--- src/rtl/fcl1_load_ctrl_if.sv ---
// Bundle between the pool2 stage, the loader and the FCL1 block: four channel
// vectors with per-channel valid/ack, the loaded FCL1 input vectors and the
// FCL1 launch/done handshake.
interface fcl1_load_ctrl_if #(
  parameter int DATA_W = 112
);
  logic [DATA_W-1:0] pool_data_1;
  logic [DATA_W-1:0] pool_data_2;
  logic [DATA_W-1:0] pool_data_3;
  logic [DATA_W-1:0] pool_data_4;
  logic [3:0]        pool_valid;
  logic [3:0]        pool_ack;
  logic [DATA_W-1:0] in_FCL1_1;
  logic [DATA_W-1:0] in_FCL1_2;
  logic [DATA_W-1:0] in_FCL1_3;
  logic [DATA_W-1:0] in_FCL1_4;
  logic              fcl_start;
  logic              fcl_done;

  // Producer/consumer side: supplies pool vectors and the FCL1 done pulse.
  modport master (
    output pool_data_1, pool_data_2, pool_data_3, pool_data_4,
    output pool_valid, fcl_done,
    input  pool_ack, in_FCL1_1, in_FCL1_2, in_FCL1_3, in_FCL1_4, fcl_start
  );

  // Loader side.
  modport slave (
    input  pool_data_1, pool_data_2, pool_data_3, pool_data_4,
    input  pool_valid, fcl_done,
    output pool_ack, in_FCL1_1, in_FCL1_2, in_FCL1_3, in_FCL1_4, fcl_start
  );
endinterface

--- src/rtl/fcl1_load_ctrl.sv ---
// FCL1 load controller: captures the four pool2 channel vectors in order
// (with a programmable idle gap between captures), launches FCL1 with a
// one-cycle pulse, then waits for FCL1 completion and counts finished frames.
module fcl1_load_ctrl #(
  parameter int DATA_W = 112,
  parameter int GAP    = 2
) (
  input  logic             clk,
  input  logic             rst,
  input  logic             start,
  input  logic             abort,
  fcl1_load_ctrl_if.slave  bus,
  output logic             busy,
  output logic             frame_done,
  output logic [7:0]       frame_cnt
);

  typedef enum logic [2:0] {
    S_IDLE,
    S_WAIT,
    S_GAP,
    S_LAUNCH,
    S_HOLD
  } state_t;

  // Counter value loaded on entering the gap; only used when GAP > 0.
  localparam logic [3:0] GAP_LOAD = (GAP > 0) ? 4'(GAP - 1) : 4'd0;

  state_t     state;
  logic [1:0] ch_idx;
  logic [3:0] gap_cnt;
  logic       capture;
  logic [3:0] ack;

  // A capture happens only for the channel currently awaited, and abort
  // suppresses it outright.
  assign capture = (state == S_WAIT) && !abort && bus.pool_valid[ch_idx];

  // One-hot acknowledge of the captured channel.
  always_comb begin
    ack = 4'b0000;
    if (capture) ack[ch_idx] = 1'b1;
  end

  assign bus.pool_ack = ack;
  assign busy         = (state != S_IDLE);

  // Frame sequencer with registered launch/done pulses and capture registers.
  always_ff @(posedge clk or negedge rst) begin
    if (!rst) begin
      state         <= S_IDLE;
      ch_idx        <= 2'd0;
      gap_cnt       <= 4'd0;
      bus.fcl_start <= 1'b0;
      frame_done    <= 1'b0;
      frame_cnt     <= 8'd0;
      bus.in_FCL1_1 <= '0;
      bus.in_FCL1_2 <= '0;
      bus.in_FCL1_3 <= '0;
      bus.in_FCL1_4 <= '0;
    end else begin
      bus.fcl_start <= 1'b0;
      frame_done    <= 1'b0;
      if (abort) begin
        // Cancel wins over every other event; captured vectors are kept.
        state   <= S_IDLE;
        ch_idx  <= 2'd0;
        gap_cnt <= 4'd0;
      end else begin
        case (state)
          S_IDLE: begin
            if (start) begin
              state  <= S_WAIT;
              ch_idx <= 2'd0;
            end
          end
          S_WAIT: begin
            if (bus.pool_valid[ch_idx]) begin
              case (ch_idx)
                2'd0:    bus.in_FCL1_1 <= bus.pool_data_1;
                2'd1:    bus.in_FCL1_2 <= bus.pool_data_2;
                2'd2:    bus.in_FCL1_3 <= bus.pool_data_3;
                default: bus.in_FCL1_4 <= bus.pool_data_4;
              endcase
              if (ch_idx == 2'd3) begin
                state         <= S_LAUNCH;
                bus.fcl_start <= 1'b1;
              end else if (GAP > 0) begin
                state   <= S_GAP;
                gap_cnt <= GAP_LOAD;
              end else begin
                ch_idx <= ch_idx + 2'd1;
              end
            end
          end
          S_GAP: begin
            if (gap_cnt == 4'd0) begin
              state  <= S_WAIT;
              ch_idx <= ch_idx + 2'd1;
            end else begin
              gap_cnt <= gap_cnt - 4'd1;
            end
          end
          S_LAUNCH: begin
            state <= S_HOLD;
          end
          S_HOLD: begin
            if (bus.fcl_done) begin
              state      <= S_IDLE;
              ch_idx     <= 2'd0;
              frame_done <= 1'b1;
              frame_cnt  <= frame_cnt + 8'd1;
            end
          end
          default: begin
            state  <= S_IDLE;
            ch_idx <= 2'd0;
          end
        endcase
      end
    end
  end

endmodule

--- src/flat_wrapper.sv ---
// flat-port wrapper written by rule: the top's interface ports become plain ports
module fcl1_load_ctrl_flat 
#(
  parameter int DATA_W = 112,
  parameter int GAP    = 2
)
  (clk, rst, start, abort, busy, frame_done, frame_cnt, bus_pool_data_1, bus_pool_data_2, bus_pool_data_3, bus_pool_data_4, bus_pool_valid, bus_fcl_done, bus_pool_ack, bus_in_FCL1_1, bus_in_FCL1_2, bus_in_FCL1_3, bus_in_FCL1_4, bus_fcl_start);
  fcl1_load_ctrl_if #(.DATA_W(DATA_W)) bus_i ();
  input  logic clk;
  input  logic rst;
  input  logic start;
  input  logic abort;
  output logic busy;
  output logic frame_done;
  output logic [7:0] frame_cnt;
  input wire logic [$bits(bus_i.pool_data_1)-1:0] bus_pool_data_1;
  input wire logic [$bits(bus_i.pool_data_2)-1:0] bus_pool_data_2;
  input wire logic [$bits(bus_i.pool_data_3)-1:0] bus_pool_data_3;
  input wire logic [$bits(bus_i.pool_data_4)-1:0] bus_pool_data_4;
  input wire logic [$bits(bus_i.pool_valid)-1:0] bus_pool_valid;
  input wire logic [$bits(bus_i.fcl_done)-1:0] bus_fcl_done;
  output wire logic [$bits(bus_i.pool_ack)-1:0] bus_pool_ack;
  output wire logic [$bits(bus_i.in_FCL1_1)-1:0] bus_in_FCL1_1;
  output wire logic [$bits(bus_i.in_FCL1_2)-1:0] bus_in_FCL1_2;
  output wire logic [$bits(bus_i.in_FCL1_3)-1:0] bus_in_FCL1_3;
  output wire logic [$bits(bus_i.in_FCL1_4)-1:0] bus_in_FCL1_4;
  output wire logic [$bits(bus_i.fcl_start)-1:0] bus_fcl_start;
  assign bus_i.pool_data_1 = bus_pool_data_1;
  assign bus_i.pool_data_2 = bus_pool_data_2;
  assign bus_i.pool_data_3 = bus_pool_data_3;
  assign bus_i.pool_data_4 = bus_pool_data_4;
  assign bus_i.pool_valid = bus_pool_valid;
  assign bus_i.fcl_done = bus_fcl_done;
  assign bus_pool_ack = bus_i.pool_ack;
  assign bus_in_FCL1_1 = bus_i.in_FCL1_1;
  assign bus_in_FCL1_2 = bus_i.in_FCL1_2;
  assign bus_in_FCL1_3 = bus_i.in_FCL1_3;
  assign bus_in_FCL1_4 = bus_i.in_FCL1_4;
  assign bus_fcl_start = bus_i.fcl_start;
  fcl1_load_ctrl #(.DATA_W(DATA_W), .GAP(GAP)) u_core (.clk(clk), .rst(rst), .start(start), .abort(abort), .bus(bus_i), .busy(busy), .frame_done(frame_done), .frame_cnt(frame_cnt));
endmodule
--- config.mk ---
export PLATFORM = sky130hd
export DESIGN_NAME = fcl1_load_ctrl_flat
export DESIGN_NICKNAME = d
export VERILOG_FILES = /design/src/rtl/fcl1_load_ctrl_if.sv /design/src/rtl/fcl1_load_ctrl.sv /design/src/flat_wrapper.sv
export SDC_FILE = /design/constraint.sdc
export NUM_CORES = 1
export LEC_CHECK = 0
export ABC_AREA = 1
export BUFFER_PORTS_ARGS = -buffer_cell sky130_fd_sc_hd__clkbuf_2
export CORE_AREA = 2 2 354 356
export DETAILED_ROUTE_END_ITERATION = 8
export DIE_AREA = 0 0 356 358
export PLACE_DENSITY = 0.38
export SETUP_SLACK_MARGIN = 0.2
export SYNTH_ARGS = -nofsm -noshare
export SYNTH_HDL_FRONTEND = slang
export SYNTH_SLANG_ARGS = --single-unit
--- constraint.sdc ---
create_clock -name clk -period 1.6 [get_ports clk]
set_input_delay 0.16 -clock clk [delete_from_list [all_inputs] [get_ports clk]]
set_output_delay 0.16 -clock clk [all_outputs]
set_load 0.01 [all_outputs]
==> results of run 1 <==
[critical path: stages, from the launching register on]
cell,delay (ns)
sky130_fd_sc_hd__dfrtp_1,0.38
sky130_fd_sc_hd__nor2_2,0.15
sky130_fd_sc_hd__nand2_2,0.12
sky130_fd_sc_hd__nor2_8,0.14
sky130_fd_sc_hd__buf_6,0.13
sky130_fd_sc_hd__nand3_4,0.07
sky130_fd_sc_hd__buf_12,0.15
sky130_fd_sc_hd__buf_6,0.11
sky130_fd_sc_hd__buf_12,0.13
sky130_fd_sc_hd__buf_12,0.12
sky130_fd_sc_hd__buf_16,0.12
sky130_fd_sc_hd__buf_12,0.13
sky130_fd_sc_hd__clkbuf_16,0.16
sky130_fd_sc_hd__nand2_4,0.05
sky130_fd_sc_hd__o21ai_1,0.05
[per-layer routing]
layer	up-vias	part of all wire
li1	9462	-
met5	-	0.00072
met1	9531	0.42
met4	10	0.036
met3	178	0.050
met2	532	0.49
[Yosys cell counts (all sizes together)]
cell,n,area share
nand2,495,0.095
inv,472,0.091
dfrtp,467,0.60
o21ai,453,0.15
buf,73,0.041
clkbuf,24,0.0046
nand3,19,0.0074
nor2,15,0.0038
ha,8,0.0051
xnor2,6,0.0027
nand4,4,0.0013
xor2,3,0.0013
nand3b,1,0.00038
nor3,1,0.00051
[layout make-up]
type                       count  area (sq um)  share of cell area
timing repair buffer        1642         14300               0.360
sequential                   467         11700               0.294
multi-input combinational   1005          7990               0.201
tap                         1637          2050              0.0516
inverter                     472          1780              0.0449
clock buffer                  92          1750              0.0442
clock inverter                14           148             0.00372
antenna                        5          12.5            0.000315
[worst paths after layout]
path,cells past startpoint,slack [ns],end,start
max,14,-0.57,u_core.bus.in_FCL1_4[31],u_core.state[2]
min,2,0.07,u_core.bus.in_FCL1_3[92],rst
max reg2reg,14,-0.57,u_core.bus.in_FCL1_4[31],u_core.state[2]
min reg2reg,2,0.48,u_core.gap_cnt[1],u_core.gap_cnt[1]
max in group asynchronous,3,0.36,u_core.bus.in_FCL1_2[87],rst
min in group clk,8,0.18,u_core.state[1],bus_pool_valid[2]
[power groups by stage]
stage	clock, W	sequential [W]	combinational (W)
after global placement	0	0.0150	0.00723
after detailed placement	0	0.0150	0.00724
after global routing	0.0144	0.0157	0.0107
after CTS	0.0139	0.0149	0.00870
final	0.0133	0.0155	0.00988
after floorplan	0	0.0158	0.00240
[state kept, by name, indices dropped and copies added (netlist names)]
register	cells
u_core.bus.fcl_start	1
u_core.frame_cnt	8
u_core.ch_idx	2
u_core.bus.in_FCL1_1	112
u_core.state	3
u_core.bus.in_FCL1_4	112
u_core.gap_cnt	4
u_core.bus.in_FCL1_2	112
u_core.bus.in_FCL1_3	112
u_core.frame_done	1
[repair_timing]
item                       CTS  global route
setup buffers               41            22
pin swaps                   10            10
hold buffers               455             0
gates resized for setup    280           691
gates cloned                54            51
hold endpoints to repair   928             0
setup endpoints to repair  677           672
[logic make-up after synthesis]
family / Yosys count
buf+inv: 569
simple gates: 535
xor+xnor: 9
compound gates: 453
flops: 467
fa+ha+maj: 8
[through the flow]
| stage | setup TNS, ns | hold slack (ns) | cell area [sq um] | setup slack [ns] |
|---|---|---|---|---|
| finish | -169.19 | 0.0651 | 39700 | -0.572 |
| global route | -216.27 | 0.0275 | 39700 | -0.670 |
| CTS | -155.58 | 0.00375 | 35900 | -0.625 |
| detailed placement | -34.41 | 0.121 | 26600 | -0.224 |
| global placement | -33.01 | 0.121 | 26600 | -0.221 |
| floorplan | 0 | -0.136 | 19700 | 0.0929 |
==> results by stage, run 1 <==
Status:
- The flow ran to the end, but the final reports show violations.
- The checks that failed: negative setup slack.

Synth:
- The main combinational cell family by area after synthesis is compound AO/OA/AOI/OAI gates.
- The flip-flop and latch count after synthesis is 467.
- The synthesized netlist occupies a cell area of 19,500 sq um.
- The gate count of the mapped netlist is 2,041.
- Of the total synthesized cell area, the portion taken by full adders, half adders and majority gates is 0.00513.
- The fraction of the mapped netlist area in simple logic gates is 0.109.
- Of the total synthesized cell area, the portion taken by XOR and XNOR cells is 0.00404.
- The share of the yosys chip area belonging to registers is 0.599.
- After synthesis, the share of cell area in mux cells is 0.
- Yosys mapped the design onto 22 distinct sky130hd cell types.
- The post-synthesis compound-gate area fraction is 0.147.
- The post-synthesis area per instance is 9.56 sq um.
- The net count after synthesis is 2,506.
- The total number of yosys warnings is 0.

Routing:
- In the final routed layout, each cell accounts on average for 17.8 um.
- After detailed routing, the number of vias per cell comes to 3.70.
- For this block, the via count after detailed routing is 19.7k.
- For this run, design rule violations remaining after detail routing come to 0.
- The final routed wirelength across all metal layers is 95,100 um.
- The remaining antenna violation count after routing is 0.
- The first TritonRoute pass finished after 5 iterations.
- The first routing iteration left 769 violations.

Global routing:
- For this run, global-route usage on met2 was measured as 0.217.
- For this run, global-route usage on met1 was measured as 0.171.
- The global-route wire length before repair is 128,000 um.
- In the global route stage, met3 resource usage came out at 0.0293.
- Summed over all layers, the global routing overflow is 0.
- The initial antenna violation count is 8.
- The most crowded layer after global routing is met2.
- The total routing usage reported by global routing is 0.133.
- The via count of the first global-routing pass was 19.6k.
- The largest net degree at the start of global routing is 56.

STA:
- The number of setup violations in the final report is 446.
- The final number of hold-violating endpoints was 0.
- The worst pin sits at a relative slew slack of 0.691.
- For the pin with the worst max-slew slack, the measured transition is 0.462 ns.
- The share of the cycle needed by the critical path after routing is 1.36.
- The maximum clock rate is 461 MHz.
- Clock skew on the completed layout was measured at 0.0188 ns.
- The time the worst path needs with I/O delays and setup is 2.17 ns.
- The final max-slew violation count is 0.
- In the post-route analysis, the smallest setup slack over all paths is -0.572 ns.
- Setup repair after global routing could not meet its margin everywhere.

Floorplanning:
- The number of placement rows is 129.
- From bottom edge to top edge, the die measures 358 um.
- The initial core utilization is 0.158.
- Measured along the x axis, the die boundary spans 356 um.
- During I/O placement, the number of pins put on the boundary was 920.
- In this run the standard cell core region covers 123,000 sq um.
- The full die area is 127,000 sq um.

Worst setup path:
- STA puts the critical path data arrival time at 2.69 ns.
- The sort of element at the start of the critical path is a register.
- The startpoint-to-endpoint class of the critical path is register to register.
- STA classifies the critical path endpoint as a register.
- STA puts the critical path data required time at 2.12 ns.
- The peak fanout along the critical path is 5.

Power:
- Cell internal power was estimated by the tool at 0.0265 W.
- The net switching power is 0.0123 W.
- The total design power is 0.0387 W.
- Summed over all cells, the static leakage comes to 20.8 nW.
- The maximum vdd drop is 0.822 mV.
- The switching portion of total power is 0.317.
- Of the total power, the clock network draws 0.344.
- The share of total power dissipated in sequential elements is 0.401.
- Power spread over the standard cell area amounts to 975 nW/um^2.
- The share of total power dissipated in combinational logic is 0.255.

CTS:
- For the worst-skew pair, the clock arrives at the later sink with an insertion delay of 0.65 ns.
- The clock tree from TritonCTS is done.
- The clock input transition at the sequential cells of the worst setup and hold paths is 0.06 ns.
- CTS built an H-tree with a depth of 2.
- Counting the buffers created by CTS gives 60.
- The count of clock tree sinks is 467.
- Clock tree synthesis selected as its root buffer the cell sky130_fd_sc_hd__clkbuf_16.
- The longest clock path from root to sink contains 3 buffers.

Finish:
- The library cell used most frequently in the layout, excluding fill and tap cells, is sky130_fd_sc_hd__clkbuf_2.
- Once layout is complete, the cells apart from fillers number 5,334.
- From synthesis to final layout, the design area changed by 104%.
- In the layout the commonest cells are sky130_fd_sc_hd__clkbuf_2, sky130_fd_sc_hd__inv_1, sky130_fd_sc_hd__dfrtp_1, sky130_fd_sc_hd__dlygate4sd3_1, sky130_fd_sc_hd__o21ai_2.
- The final core area utilization is 0.322.
- The count of nets after finishing is 4,113.
- The fill cell instance count of the final layout is 12.8k.
- Of the cells placed in the final design, the portion with a size suffix greater than 1 is 0.548.

Placed design:
- The number of buffers added on ports is 919.
- Counting tap cells, the placed design contains a total of 4,602 instances.
- The HPWL reported at the end of detailed placement is 63,100 um.
- The weighted congestion at the end of routability-driven global placement is 0.837.

Min path:
- The tightest min-delay check is of the input port to asynchronous set/reset pin type.

Run:
- Max-cap violations in this run came to 0.
Note: power is estimated with default switching activity, not from simulation.
==> run 2: changes to the inputs <==
Settings changed: PLACE_DENSITY 0.38 to 0.47.
==> results by stage, run 2 (same netlist as run 1, synthesis figures left out) <==
Status:
- The flow ran to the end, but the final reports show violations.
- The checks that failed: negative setup slack.

Worst setup path:
- Of all nets on the critical path, the largest fanout is 5.
- The arrival time at the worst endpoint is 1.87 ns.
- By startpoint and endpoint, the worst setup path is classified as register to output port.
- STA puts the critical path data required time at 1.44 ns.
- The worst setup path is captured at an output port.
- The worst setup path is launched from a register.

Finish:
- The final core area utilization is 0.296.
- The leading cell type in the layout, fill and taps excluded is sky130_fd_sc_hd__clkbuf_2.
- The layout-stage area growth over the synthesis result is 87.1%.
- The area of the multi-input gates is 6320 sq um.
- The fill cell instance count of the final layout is 12.8k.
- The design area is 36,500 sq um.
- After the flow finishes, the layout carries non-filler instances totaling 5,265.
- The count of nets after finishing is 4,047.
- In the final layout, the share of cells above drive strength 1 is 0.462.
- Leaving out fill and tap cells, the most frequent cells in the layout are sky130_fd_sc_hd__clkbuf_2, sky130_fd_sc_hd__inv_1, sky130_fd_sc_hd__dfrtp_1, sky130_fd_sc_hd__dlygate4sd3_1, sky130_fd_sc_hd__nand2_1.
- Registers take 11,700 sq um.

STA:
- The final number of hold-violating endpoints is 0.
- The final max-slew violation count is 0.
- Setup repair after global routing could not meet its margin everywhere.
- For the final database, setup skew stands at 0.0193 ns.
- The worst setup slack after layout is -0.427 ns.
- On the final layout, the worst hold slack is 0.0279 ns.
- The time the worst path needs with I/O delays and setup is 2.03 ns.
- Dividing the final minimum period by the clock period gives 1.27.
- Derived from the worst setup path, the maximum achievable clock frequency is 493 MHz.
- The number of setup violations in the final report is 447.
- Headroom to the max-slew limit came out at 0.758.
- At the pin with the least slew margin, the transition time is 0.362 ns.

Routing:
- The pre-antenna-repair detailed-routing pass consisted of 4 iterations.
- The detailed router's first-iteration violation count is 971.
- The routed length per instance is 15.2 um.
- The remaining antenna violation count after routing is 0.
- The DRC violations left is 0.
- The final routed wirelength across all metal layers is 80,200 um.
- Summing over every cut layer, the via total after detailed routing is 19.2k.
- The via density per instance is 3.64.

Power:
- The internal power of the cells is 0.0263 W.
- Dividing total power by cell area gives a power density of 1030 nW/um^2.
- The maximum vdd drop is 0.861 mV.
- The net switching power is 0.0113 W.
- The share of total power dissipated in the clock network is 0.358.
- The part of the total power dissipated in combinational logic is 0.238.
- The analysis attributes to cell leakage a power of 19.7 nW.
- The sequential share of power is 0.404.
- Of the total power, the share spent switching nets is 0.301.

CTS:
- The clock latency reported for the late side of the worst-skew pair is 0.62 ns.
- The number of CTS-inserted buffers is 55.
- Clock-pin slew was measured on the worst setup and hold paths at 0.06 ns.
- The clock tree synthesis step divided the H-tree into 2 levels.
- TritonCTS built the clock tree.
- The clock tree root buffer cell is sky130_fd_sc_hd__clkbuf_16.
- The count of clock tree sinks is 467.
- No sink is reached through more buffers than the 3 on the longest clock path.

Run:
- The tool flagged a number of max-cap violations equal to 0.

Floorplanning:
- The die covers 127,000 sq um.
- The initial utilization of the core area, before any placement, comes to 0.158.
- The number of placement rows is 129.
- The core region is 123,000 sq um.
- The overall die width is 356 um.
- The number of top-level pins is 920.
- The die is 358 um tall.

Global routing:
- After global routing the overflow that remains totals 0.
- The global-route wire length before repair is 106,000 um.
- Entering global routing, the biggest net connects 63 pins.
- The via count of the first global-routing pass is 18.6k.
- The initial antenna violation count came to 4.
- In the global route stage, overall resource usage came out at 0.105.

Placed design:
- Detailed placement finished with a half-perimeter wire length of 53,000 um.
- The post-placement cell count is 4,605.
- Before CTS, the worst setup slack after placement is -0.0484 ns.
- The weighted congestion at the end of routability-driven global placement is 0.798.
- The number of buffers added on ports is 919.
- The instance area at placement is 26,600 sq um.

Min path:
- The classification of the worst-slack hold path is input port to register.
-- run 2: cell count changes in the layout (fill, tap and decap cells not counted), sizes merged --
cell	change
buf	-79
clkbuf	+10
bufinv	+5
diode	-3
clkinvlp	-2
dlygate4sd3	-2
inv	+2
-- run 2: worst paths after layout --
| path | cells past startpoint | slack, ns | to | from |
|---|---|---|---|---|
| min in group asynchronous | 3 | 0.19 | u_core.bus.in_FCL1_2[16] | rst |
| worst max register to register | 12 | -0.42 | u_core.bus.in_FCL1_1[86] | u_core.state[2] |
| max in group asynchronous | 4 | 0.88 | u_core.bus.in_FCL1_1[47] | rst |
| worst min-delay path | 5 | 0.03 | u_core.state[0] | abort |
| worst min register to register | 2 | 0.47 | u_core.gap_cnt[1] | u_core.gap_cnt[1] |
| worst max-delay path | 7 | -0.43 | bus_pool_ack[0] | u_core.state[2] |
-- run 2: metrics by stage --
stage	setup TNS, ns	total power (W)
2_1_floorplan	0	0.0182
3_3_place_gp	-3.36	0.0219
3_5_place_dp	-3.95	0.0220
4_1_cts	-75.68	0.0367
5_1_grt	-149.07	0.0395
6_report	-104.76	0.0375
-- run 2: repair_timing --
action / CTS / global route
endpoints found under the hold margin: 754 / 0
gates resized for setup: 18 / 395
buffers inserted: 6 / 11
hold buffers: 454 / 0
gates cloned: 0 / 86
setup endpoints to repair: 532 / 546
pin swaps: 6 / 9
-- run 2: area by class of cell --
type | count | share of cell area
diodes | 2 | 0.000137
clock buffers | 82 | 0.0443
clock inverters | 19 | 0.00819
inverters | 472 | 0.0489
multi-input cells | 1005 | 0.173
flip-flops and latches | 467 | 0.320
well taps | 1637 | 0.0561
repair buffers | 1581 | 0.349
-- run 2: worst max-delay path, stage by stage, from the launching register on --
cell and delay [ns]:
sky130_fd_sc_hd__dfrtp_1 0.39, sky130_fd_sc_hd__nor2_2 0.15, sky130_fd_sc_hd__nand2_2 0.12, sky130_fd_sc_hd__nor2_8 0.19
sky130_fd_sc_hd__nand3_4 0.10, sky130_fd_sc_hd__buf_12 0.15, sky130_fd_sc_hd__clkinv_4 0.05, sky130_fd_sc_hd__buf_6 0.09
-- run 2: power groups by stage --
stage                     logic (W)  clock network [W]  registers [W]
after floorplan             0.00240                  0         0.0158
after global placement      0.00690                  0         0.0150
after detailed placement    0.00698                  0         0.0150
after CTS                   0.00793             0.0139         0.0148
after global routing        0.00977             0.0144         0.0154
final                       0.00894             0.0134         0.0152
-- run 2: per-layer routing --
metal	share of wire	wire, um	GRT usage	vias up
li1	-	-	-	9287
met1	0.39	31600	0.117	9075
met2	0.50	40400	0.186	666
met3	0.074	5920	0.0359	141
met4	0.029	2300	0.0359	2
met5	0.00015	12	0	-
